==> src/rtl/spi_shift_engine.sv <==
// SPI mode-0 shift engine: a command FIFO feeds an IDLE/SETUP/SHIFT/HOLD/GAP sequencer
// driving three active-low chip selects, sck and mosi, and returning each byte read from miso.
module spi_shift_engine #(
    parameter int CLK_DIV    = 2,
    parameter int FIFO_DEPTH = 4
) (
    input  logic       Bus2IP_Clk,
    input  logic       Bus2IP_Resetn,
    input  logic       cmd_valid,
    input  logic [9:0] cmd_data,
    output logic       cmd_ready,
    output logic       rx_valid,
    output logic [7:0] rx_data,
    output logic       busy,
    output logic       lcd_csn,
    output logic       sdcard_csn,
    output logic       flash_csn,
    output logic       sck,
    output logic       mosi,
    input  logic       miso,
    output logic [2:0] state_dbg
);
    localparam int AW = (FIFO_DEPTH > 1) ? $clog2(FIFO_DEPTH) : 1;
    localparam logic [7:0]    DIV_LAST  = 8'(CLK_DIV - 1);
    localparam logic [AW:0]   FIFO_FULL = (AW + 1)'(FIFO_DEPTH);
    localparam logic [AW-1:0] PTR_LAST  = AW'(FIFO_DEPTH - 1);

    typedef enum logic [2:0] {
        IDLE  = 3'd0,
        SETUP = 3'd1,
        SHIFT = 3'd2,
        HOLD  = 3'd3,
        GAP   = 3'd4
    } state_t;

    // Handshake: a command transfers on a rising edge where cmd_valid && cmd_ready.
    logic [9:0]    fifo_mem [FIFO_DEPTH];
    logic [AW-1:0] wr_ptr;
    logic [AW-1:0] rd_ptr;
    logic [AW:0]   fifo_count;
    logic          fifo_empty;
    logic          fifo_full;
    logic          fifo_push;
    logic          fifo_pop;
    logic [9:0]    fifo_head;
    logic [1:0]    head_dev;

    state_t     state;
    logic [7:0] div_cnt;
    logic [3:0] half_cnt;
    logic [7:0] tx_sh;
    logic [7:0] rx_sh;
    logic [1:0] cur_dev;
    logic [2:0] csn_vec;
    logic       div_done;
    logic       hold_end;

    assign fifo_empty = (fifo_count == '0);
    assign fifo_full  = (fifo_count == FIFO_FULL);
    assign cmd_ready  = !fifo_full;
    assign fifo_push  = cmd_valid && !fifo_full;
    assign fifo_head  = fifo_mem[rd_ptr];
    assign head_dev   = fifo_head[9:8];

    assign div_done = (div_cnt == DIV_LAST);
    assign hold_end = (state == HOLD) && div_done;
    // A release (00) head is consumed both from IDLE and at the end of HOLD.
    assign fifo_pop = !fifo_empty &&
                      ((state == IDLE) ||
                       (hold_end && ((head_dev == cur_dev) || (head_dev == 2'b00))));

    assign {flash_csn, sdcard_csn, lcd_csn} = csn_vec;
    assign busy      = (state != IDLE) || !fifo_empty;
    assign state_dbg = state;

    function automatic logic [2:0] csn_select(input logic [1:0] dev);
        case (dev)
            2'b01:   return 3'b110;
            2'b10:   return 3'b101;
            2'b11:   return 3'b011;
            default: return 3'b111;
        endcase
    endfunction

    always_ff @(posedge Bus2IP_Clk) begin
        if (fifo_push) begin
            fifo_mem[wr_ptr] <= cmd_data;
        end
    end

    always_ff @(posedge Bus2IP_Clk) begin
        if (!Bus2IP_Resetn) begin
            wr_ptr     <= '0;
            rd_ptr     <= '0;
            fifo_count <= '0;
        end else begin
            if (fifo_push) begin
                wr_ptr <= (wr_ptr == PTR_LAST) ? '0 : wr_ptr + 1'b1;
            end
            if (fifo_pop) begin
                rd_ptr <= (rd_ptr == PTR_LAST) ? '0 : rd_ptr + 1'b1;
            end
            case ({fifo_push, fifo_pop})
                2'b10:   fifo_count <= fifo_count + 1'b1;
                2'b01:   fifo_count <= fifo_count - 1'b1;
                default: fifo_count <= fifo_count;
            endcase
        end
    end

    always_ff @(posedge Bus2IP_Clk) begin
        if (!Bus2IP_Resetn) begin
            state    <= IDLE;
            div_cnt  <= '0;
            half_cnt <= '0;
            tx_sh    <= '0;
            rx_sh    <= '0;
            cur_dev  <= 2'b00;
            csn_vec  <= 3'b111;
            sck      <= 1'b0;
            mosi     <= 1'b0;
            rx_valid <= 1'b0;
            rx_data  <= '0;
        end else begin
            rx_valid <= 1'b0;
            case (state)
                IDLE: begin
                    div_cnt <= '0;
                    if (!fifo_empty && (head_dev != 2'b00)) begin
                        cur_dev <= head_dev;
                        csn_vec <= csn_select(head_dev);
                        tx_sh   <= fifo_head[7:0];
                        mosi    <= fifo_head[7];
                        state   <= SETUP;
                    end
                end
                SETUP: begin
                    if (div_done) begin
                        div_cnt  <= '0;
                        half_cnt <= '0;
                        sck      <= 1'b1;
                        rx_sh    <= {rx_sh[6:0], miso};
                        state    <= SHIFT;
                    end else begin
                        div_cnt <= div_cnt + 1'b1;
                    end
                end
                SHIFT: begin
                    // Even half-periods are sck high; the final (15th) low half leads into HOLD.
                    if (div_done) begin
                        div_cnt  <= '0;
                        half_cnt <= half_cnt + 1'b1;
                        if (half_cnt == 4'd15) begin
                            state <= HOLD;
                        end else if (!half_cnt[0]) begin
                            sck   <= 1'b0;
                            tx_sh <= {tx_sh[6:0], 1'b0};
                            mosi  <= tx_sh[6];
                        end else begin
                            sck   <= 1'b1;
                            rx_sh <= {rx_sh[6:0], miso};
                        end
                    end else begin
                        div_cnt <= div_cnt + 1'b1;
                    end
                end
                HOLD: begin
                    if (div_done) begin
                        div_cnt  <= '0;
                        rx_valid <= 1'b1;
                        rx_data  <= rx_sh;
                        if (!fifo_empty && (head_dev == cur_dev)) begin
                            tx_sh <= fifo_head[7:0];
                            mosi  <= fifo_head[7];
                            state <= SETUP;
                        end else begin
                            csn_vec <= 3'b111;
                            state   <= GAP;
                        end
                    end else begin
                        div_cnt <= div_cnt + 1'b1;
                    end
                end
                GAP: begin
                    if (div_done) begin
                        div_cnt <= '0;
                        state   <= IDLE;
                    end else begin
                        div_cnt <= div_cnt + 1'b1;
                    end
                end
                default: begin
                    state   <= IDLE;
                    csn_vec <= 3'b111;
                    sck     <= 1'b0;
                end
            endcase
        end
    end

endmodule

==> config.mk <==
export PLATFORM = sky130hd
export DESIGN_NAME = spi_shift_engine
export DESIGN_NICKNAME = d
export VERILOG_FILES = /design/src/rtl/spi_shift_engine.sv
export SDC_FILE = /design/constraint.sdc
export NUM_CORES = 1
export LEC_CHECK = 0
export ABC_CLOCK_PERIOD_IN_PS = 3740
export CORE_MARGIN = 2
export CORE_UTILIZATION = 50
export DETAILED_ROUTE_END_ITERATION = 6
export HOLD_SLACK_MARGIN = 0.05
export PLACE_DENSITY = 0.7
export RECOVER_POWER = 25
export SYNTH_ARGS = -nofsm -noshare
export SYNTH_HDL_FRONTEND = slang
export SYNTH_SLANG_ARGS = --single-unit
==> constraint.sdc <==
create_clock -name Bus2IP_Clk -period 3.74 [get_ports Bus2IP_Clk]
set_input_delay 0.748 -clock Bus2IP_Clk [delete_from_list [all_inputs] [get_ports Bus2IP_Clk]]
set_output_delay 0.748 -clock Bus2IP_Clk [all_outputs]
set_load 0.03 [all_outputs]
Yosys cells after proc, flatten, opt, wreduce, memory -nomap -nowiden. Memory sizes are Yosys's and may differ from the RTL's. A register that Yosys moved wholly into a read port is not among the register bits. Cells that the tools add are included.

Latch bits: 0. Output and inout port bits: 19. RAM bits: 40. Bits in read-only memories: 0. Memories: 1. Register bits: 53.

Divide/modulo/power cells: 0. Bitwise logic cells: 2. Equality and inequality tests: 26. Reductions and logical operators: 32. $mul: 0. Add/sub/neg operators: 6. Magnitude comparators: 0. Multiplexer cells: 50. Shift operators: 0.

Memories: fifo_mem (depth 4, width 10, rd ports 1, clocked after Yosys merged registers in 1, write ports 1, RTL line 37) `logic [9:0] fifo_mem [FIFO_DEPTH];`.

Operators with widths (count): two-way mux 7 bit (6); two-way mux 8 bit (5); one-hot mux 8 bit (2 select lines) (2); two-way mux 3 bit (10); one-hot mux 7 bit (3 select lines) (1); inequality test 2 bit (second input constant) (9); one-hot mux 3 bit (3 select lines) (2); one-hot mux 3 bit (5 select lines) (1); two-way mux 1 bit (13); equality test 2 bit (second input constant) (5); adder 8 x 1 -> 8 bit (second input constant) (1); equality test 8 x 1 -> 1 bit (second input constant) (1); two-way mux 2 bit (4); two-way mux 4 bit (2); one-hot mux 4 bit (2 select lines) (1); AND reduction 4 bit (2); nonzero test 2 bit (4); AND reduction 7 bit (1); equality test 3 x 2 -> 1 bit (second input constant) (2); equality test 3 bit (second input constant) (2); logical AND 1 bit (6); zero test 3 bit (2); one-hot mux 1 bit (3 select lines) (2); one-hot mux 3 bit (2 select lines) (1); other kinds (20) (31).

Depth between registers and ports, before layout. Gate-level depths: netlist of the first run.

Depth in word-level cells: 7. Mapped depth: 12. Depth with buffers taken out: 11.

Worst setup path after synthesis of the first run. OpenSTA, ideal clock, no wires.

Kind: flip-flop to flip-flop. From: register state[1], in the netlist state_dbg[1]. To: register fifo_count[2]. Path buffers: 2. Period minus slack after synthesis: 2.621 ns. Path slack: 1.119 ns. Cell stages (with the launch flop): 12. Arrival time: 2.550 ns. Data required time: 3.668 ns. Setup time: 0.072 ns. Path through: dfxtp_1 buf_2 and3b_1 nand3_1 clkbuf_1 a221oi_1 o21ai_2 nor2_1 fa_1 and3_1 mux2i_1 mux2i_1.

Longest elaborated chain between the ends: 7. Elaborated cells between the ends (all ways): 10.

Ends and longest elaborated chain: from (decl) (RTL line 48) `state_t state;`; from (signal assigned) (RTL line 113) `state <= IDLE;`; from (signal assigned) (RTL line 134) `state <= SETUP;`; from (signal assigned) (RTL line 143) `state <= SHIFT;`; equality test 3 x 2 -> 1 bit (RTL line 66) `assign hold_end = (state == HOLD) && div_done;`; logical AND 1 bit (RTL line 66); logical AND 1 bit (RTL line 70) `(hold_end && ((head_dev == cur_dev) || (head_dev == 2'b00))));`; logical OR 1 bit (*) (RTL line 69) `((state == IDLE) ||`; logical AND 1 bit (*) (RTL line 68) `assign fifo_pop = !fifo_empty &&`; equality test 2 x 1 -> 1 bit or equality test 2 bit (tied branches) (RTL line 103) `case ({fifo_push, fifo_pop})`; one-hot mux 3 bit (2 select lines) or nonzero test 2 bit (tied branches); to (signal assigned) (RTL line 104) `2'b10: fifo_count <= fifo_count + 1'b1;`; to (signal assigned) (RTL line 105) `2'b01: fifo_count <= fifo_count - 1'b1;`; to (signal assigned) (RTL line 106) `default: fifo_count <= fifo_count;`; to (decl) (RTL line 40) `logic [AW:0] fifo_count;`.

Mark *: on every way between the ends. The rest lies on a longest branch, timed or not. A chain may end at the register's enable or synchronous reset.

Final worst setup path of the first run.
From: register state[1], in the netlist state_dbg[1]. To: output port busy.

Longest elaborated chain between the ends: 2.

Ends and longest elaborated chain: nonzero test 3 bit (RTL line 73) `assign busy = (state != IDLE) || !fifo_empty;`; logical OR 1 bit (RTL line 73); to (decl) (RTL line 14) `output logic busy,`.

Every way passes these cells.

==> results of run 1 <==
[power by group through the flow]
stage | combinational, W | clock [W] | sequential [W]
floorplan | 0.000658 | 0 | 0.00132
global placement | 0.000816 | 0 | 0.00133
detailed placement | 0.000832 | 0 | 0.00134
CTS | 0.000834 | 0.000800 | 0.00131
global route | 0.000913 | 0.000846 | 0.00133
finish | 0.000823 | 0.000779 | 0.00131
[logic make-up after synthesis]
kind of cell | count (synthesis)
XOR/XNOR | 10
buffers and inverters | 21
AND/OR/NAND/NOR | 116
adder cells (fa/ha/maj) | 10
flip-flops | 95
multiplexers | 39
AO/OA/AOI/OAI | 48
[layout by cell type (no fill, tap or decap), types with 2 or more instances in the layout]
master and n:
a21boi_0 6, a21oi_1 7, and2_1 4, and3_1 9
buf_4 4, bufinv_16 2, clkbuf_8 9, clkdlybuf4s50_1 22
dfxtp_1 55, dlygate4sd3_1 10, edfxtp_1 40, ha_1 8
inv_1 6, inv_6 3, inv_8 2, mux2i_1 29
mux4_1 8, mux4_2 2, nand2_1 30, nand2b_1 6
nand3_1 6, nand4_1 2, nor2_1 17, nor2b_1 23
nor3_1 6, o211a_1 7, o21a_1 2, o21ai_0 11
o21ai_1 4, or3_1 3, or4b_2 2, xnor2_1 4
xnor2_2 2, xor2_1 4
[through the flow]
step | instances | cell area [µm²] | hold slack (ns) | util | setup WS, ns
after floorplan | 339 | 4160 | 0.428 | - | 1.12
after global placement | 465 | 4570 | 0.436 | 0.562 | 0.997
after detailed placement | 465 | 4570 | 0.455 | 0.562 | 0.866
after CTS | 481 | 4800 | 0.472 | 0.591 | 0.699
after global routing | 481 | 4800 | 0.504 | 0.591 | 0.572
final | 481 | 4800 | 0.471 | 0.591 | 0.718
[flip-flops by register name, summed over array words and instances (netlist names), named ones only]
| register | count |
|---|---|
| csn_vec | 3 |
| cur_dev | 2 |
| div_cnt | 8 |
| fifo_count | 3 |
| fifo_mem | 40 |
| half_cnt | 4 |
| mosi | 1 |
| rd_ptr | 2 |
| rx_data | 8 |
| rx_sh | 8 |
| rx_valid | 1 |
| sck | 1 |
| state_dbg | 3 |
| tx_sh | 7 |
| wr_ptr | 2 |
[per-layer routing]
layer | up-vias | track usage
li1 | 1305 | -
met1 | 1249 | 0.204
met2 | 47 | 0.272
met3 | 9 | 0.0379
met4 | 0 | 0.0725
met5 | - | 0
[layout make-up]
cell class / instances / area share
clock buffers: 9 / 0.0258
clock inverters: 7 / 0.0227
inverters: 6 / 0.00469
multi-input cells: 223 / 0.367
flip-flops and latches: 95 / 0.479
well taps: 105 / 0.0274
repair buffers: 36 / 0.0729
[worst min-delay path by stage]
stage / endpoint / slack (ns)
6_report: tx_sh[0] / 0.47
5_1_grt: tx_sh[0] / 0.50
4_1_cts: tx_sh[0] / 0.47
3_5_place_dp: tx_sh[0] / 0.46
3_3_place_gp: tx_sh[0] / 0.44
2_1_floorplan: tx_sh[0] / 0.43
[critical path: stages, from the launching register on]
cell             delay [ns]
dfxtp_1                0.42
or2_2                  0.38
nor2_1                 0.37
nand2_1                0.13
clkdlybuf4s50_1        0.62
==> metrics, run 1 <==
Main synth FF type dfxtp_1; Synth area leaders edfxtp_1 (29%), dfxtp_1 (26%), mux2i_1 (7.0%), mux4_1 (5.1%), nor2b_1 (3.5%); Multi-input gate area 1760 µm²; min-delay src tx_sh[0]; initial antenna violation count 0; Startpoint Class register; # IOs 33; max-slew violations 0; Post-synth ARST share 0; share of layout cells above drive strength 1 0.0878; met3 wire length 254 µm; DR top layer met4; Sequential Power Share 0.450; Worst VDD drop 0.349 mV; Yosys top cell area share 0.289; deepest level of the CTS H-tree 3; Slew headroom 0.356; DRT iter0 DRCs 125; status finished, final reports clean; synthesized area 4160 µm²; Die ar. 9060 µm²; # port buffers 32; Routed met1 length 3140 µm; syn_nets 362; R2R Path End fifo_count[2]; Adder-Cell Fraction of Synth Area 0.0313; sw power 0.000935 W; worst-path fanout max 11; Clk Latency, worst-skew pair 0.37 ns; XOR/XNOR Fraction of Synth Area 0.0247; drt drc 0; Commonest cells post-synth dfxtp_1 (55), edfxtp_1 (40), nand2_1 (30), mux2i_1 (29), nor2b_1 (23); crit path from state_dbg[1]; gr usage total 0.164; DR vias 2610; nets@finish 394; post-layout min period 3.02 ns; RSZ-0062 raised after global routing no; Slew @ Worst Pin 0.965 ns; switching fraction of total power 0.321; DRT antenna net count 0; synth unique cells 50; clock share of power 0.267; Max-Cap Viols 0; Logic pwr share 0.282; Post-CTS Setup Bufs 0; WS Path Type register to output pin; Wirelength per Cell 14.4 µm; sequential element share of the synthesized area 0.554; Fin. Hold Viols 0; n_diodes 0; Fmax 0.331 GHz; TritonCTS Sinks 95; Synth Area in Compound Gates 0.0861; synthesized area per cell 12.3 µm²; GR Overflow Total 0; CTS tree yes; post-synthesis register bit count 95; Synth area leader edfxtp_1; Die Width 95.2 µm; DP HPWL 4760 µm; Synth Instances 339; Pint 0.00198 W; cts hold-fix bufs 0; Setup crit end kind output pin; Syn. warnings 0; period utilization 0.808; vias in the first global route 2407; clock tree buffer depth 2; GPL Wtd Cong 0.767; pwr/cell area 607 nW/µm²; clock slew at reported path FFs 0.10 ns; P&R area growth vs syn 15.5%; Worst Reg-to-Reg Cells 9; TNS Setup 0 ns; clk root buf clkbuf_8; worst hold-check path type register to register; cell with the most instances after synthesis dfxtp_1; Fillers 659; mux contribution to synthesized area 0.131; R2R setup slack 0.91 ns; post-route clock skew 0.0125 ns; worst hold path cell count 2; Initial Utilization 0.511; P_leak 1.80 nW; WL met2 3420 µm; Reg area 2300 µm²; main combinational cell family by area after synthesis simple AND/OR/NAND/NOR gates; first-pass GRT wire length 11300 µm; number of detailed-route iterations in the first pass 5; largest net degree at the start of global routing 53; data arrival time of the critical path 2.27 ns; setup violators final 0; Core ar. 8130 µm²; # rows 33; total CTS buffers 9; Req. time, crit path 2.99 ns; Post-Synth Simple-Gate Area 0.149; vias per inst 5.43; number of flops mapped to enable cells by yosys 40; Tot Pwr 0.00291 W; PostCTS Resize Cnt 0; WL final 6950 µm; Critical Path End busy; die height 95.2 µm
No activity file was read; power rests on OpenSTA's default activity.
==> inputs of run 2 (changes only) <==
--- a/config.mk
+++ b/config.mk
@@ -5,7 +5,7 @@
 export SDC_FILE = /design/constraint.sdc
 export NUM_CORES = 1
 export LEC_CHECK = 0
-export ABC_CLOCK_PERIOD_IN_PS = 3740
+export ABC_CLOCK_PERIOD_IN_PS = 2800
 export CORE_MARGIN = 2
 export CORE_UTILIZATION = 50
 export DETAILED_ROUTE_END_ITERATION = 6
==> constraint.sdc (replaced) <==
create_clock -name Bus2IP_Clk -period 2.8 [get_ports Bus2IP_Clk]
set_input_delay 0.56 -clock Bus2IP_Clk [delete_from_list [all_inputs] [get_ports Bus2IP_Clk]]
set_output_delay 0.56 -clock Bus2IP_Clk [all_outputs]
set_load 0.03 [all_outputs]
==> run 2 against run 1 <==
- clock-buffer cell count is the same
- worst setup slack lost 0.50 ns
- global-route usage grew 0.53 points
- wire length grew 5.1%
- utilization grew 0.48 points
- via count grew 1.5%
- critical path type unchanged
- highest routed layer unchanged
==> metrics, run 2 (synthesis gave the netlist of run 1 again) <==
Logic pwr share 0.313; number of detailed-route iterations in the first pass 4; Die Width 95.2 µm; CTS tree yes; clock slew at reported path FFs 0.10 ns; Pint 0.00259 W; DR vias 2650; P_leak 1.82 nW; vias per inst 5.42; # rows 33; Setup crit end kind output pin; setup violators final 0; DRT antenna net count 0; Final Util 0.595; die height 95.2 µm; worst-path fanout max 11; P&R area growth vs syn 16.5%; Clk Latency, worst-skew pair 0.35 ns; CP bufs+invs 1; deepest level of the CTS H-tree 3; most common cell after layout, fill and taps aside dfxtp_1; RSZ-0062 raised after global routing no; worst hold-check path type register to register; # IOs 33; DP HPWL 5210 µm; Crit path max-delay family simple AND/OR/NAND/NOR gates; Tot Pwr 0.00386 W; Req. time, crit path 2.24 ns; Slew headroom 0.568; R2R setup slack 0.27 ns; Fmax 0.387 GHz; # port buffers 32; period utilization 0.923; WS Path Type register to output pin; Fin. Hold Viols 0; design area 4840 µm²; drt drc 0; most frequent cells in the layout dfxtp_1 (55), edfxtp_1 (40), nand2_1 (30), mux2i_1 (29), nor2b_1 (23); Reg with most FFs fifo_mem; post-route clock skew 0.00805 ns; clk root buf clkbuf_8; vias in the first global route 2521; DRT iter0 DRCs 81; nets@finish 402; Startpoint Class register; Fillers 677; sw power 0.00126 W; Wirelength per Cell 14.9 µm; max-slew violations 0; Crit-path slowest cell clkdlybuf4s50_1; WL final 7300 µm; Die ar. 9060 µm²; Core ar. 8130 µm²; share of layout cells above drive strength 1 0.107; Critical Path Max Stage Delay 0.60 ns; gr usage total 0.169; largest net degree at the start of global routing 23; n_diodes 0; placed cell area 4630 µm²; clock tree buffer depth 2; GPL Wtd Cong 0.832; Sequential Power Share 0.447; Worst VDD drop 0.405 mV; Max-Cap Viols 0; initial antenna violation count 0; switching fraction of total power 0.328; status finished, final reports clean; Initial Utilization 0.511; TritonCTS Sinks 95; post-layout min period 2.59 ns; total CTS buffers 9; clock share of power 0.240; Largest register FFs 40; first-pass GRT wire length 11600 µm; GR Overflow Total 0; worst-path cell chain or2_2 > nor2_4 > nand2_1 > clkdlybuf4s50_1; data arrival time of the critical path 2.03 ns; TNS Setup 0 ns; Slew @ Worst Pin 0.643 ns; pwr/cell area 797 nW/µm²
==> run 2: changes by cell type in the layout (fill, tap and decap cells not counted), sizes merged <==
cell / before / now
inv: 11 / 9
clkinv: 0 / 3
bufinv: 2 / 1
buf: 4 / 12
==> run 2: what timing repair did <==
| action | in CTS | in global routing |
|---|---|---|
| hold buffers | 0 | 0 |
| setup buffers | 0 | 0 |
| resized for setup | 1 | 1 |
| pin swaps | 0 | 0 |
| setup endpoints to repair | 1 | 1 |
==> run 2: layout make-up <==
| type | count | area (µm²) | share of cell area |
|---|---|---|---|
| tap | 105 | 131 | 0.0271 |
| multi-input combinational | 223 | 1770 | 0.366 |
| clock buffer | 9 | 124 | 0.0256 |
| timing repair buffer | 44 | 410 | 0.0848 |
| inverter | 6 | 22.5 | 0.00465 |
| sequential | 95 | 2300 | 0.475 |
| clock inverter | 7 | 80.1 | 0.0165 |
==> run 2: power by group through the flow <==
stage / Clock, W / Combinational, W / Sequential (W)
after detailed placement: 0 / 0.00121 / 0.00176
after global routing: 0.00101 / 0.00133 / 0.00175
after CTS: 0.000953 / 0.00122 / 0.00173
final: 0.000926 / 0.00121 / 0.00173
after floorplan: 0 / 0.000879 / 0.00177
after global placement: 0 / 0.00118 / 0.00175
==> run 2: worst register-to-register path, delay by kind of cell, from the launching register on <==
family | cells | cell delay [ns]
fa+ha+maj | 1 | 0.37
flops | 1 | 0.42
mux | 3 | 0.99
simple gates | 2 | 0.24
compound gates | 3 | 0.44
==> run 2: final timing paths <==
check / startpoint / end / cells past startpoint
worst min register to register: tx_sh[0] / tx_sh[0] / 2
worst min-delay path: tx_sh[0] / tx_sh[0] / 2
worst max-delay path: state_dbg[1] / busy / 4
worst max register to register: register / fifo_count[2] / 9
==> run 2: per-layer routing <==
layer / GRT usage / wire length, µm / vias to the layer above
met5: 0 / 0 / -
met4: 0.0688 / 102 / 0
met3: 0.0451 / 265 / 9
met2: 0.289 / 3660 / 49
met1: 0.202 / 3280 / 1272
li1: - / - / 1320
==> run 2: stage by stage <==
stage / hold WS [ns] / std cells / worst slack [ns]
after floorplan: 0.428 / 339 / 0.179
after global placement: 0.436 / 473 / 0.336
after detailed placement: 0.450 / 473 / 0.269
after CTS: 0.464 / 489 / 0.0921
after global routing: 0.480 / 489 / 0.0471
final: 0.466 / 489 / 0.214
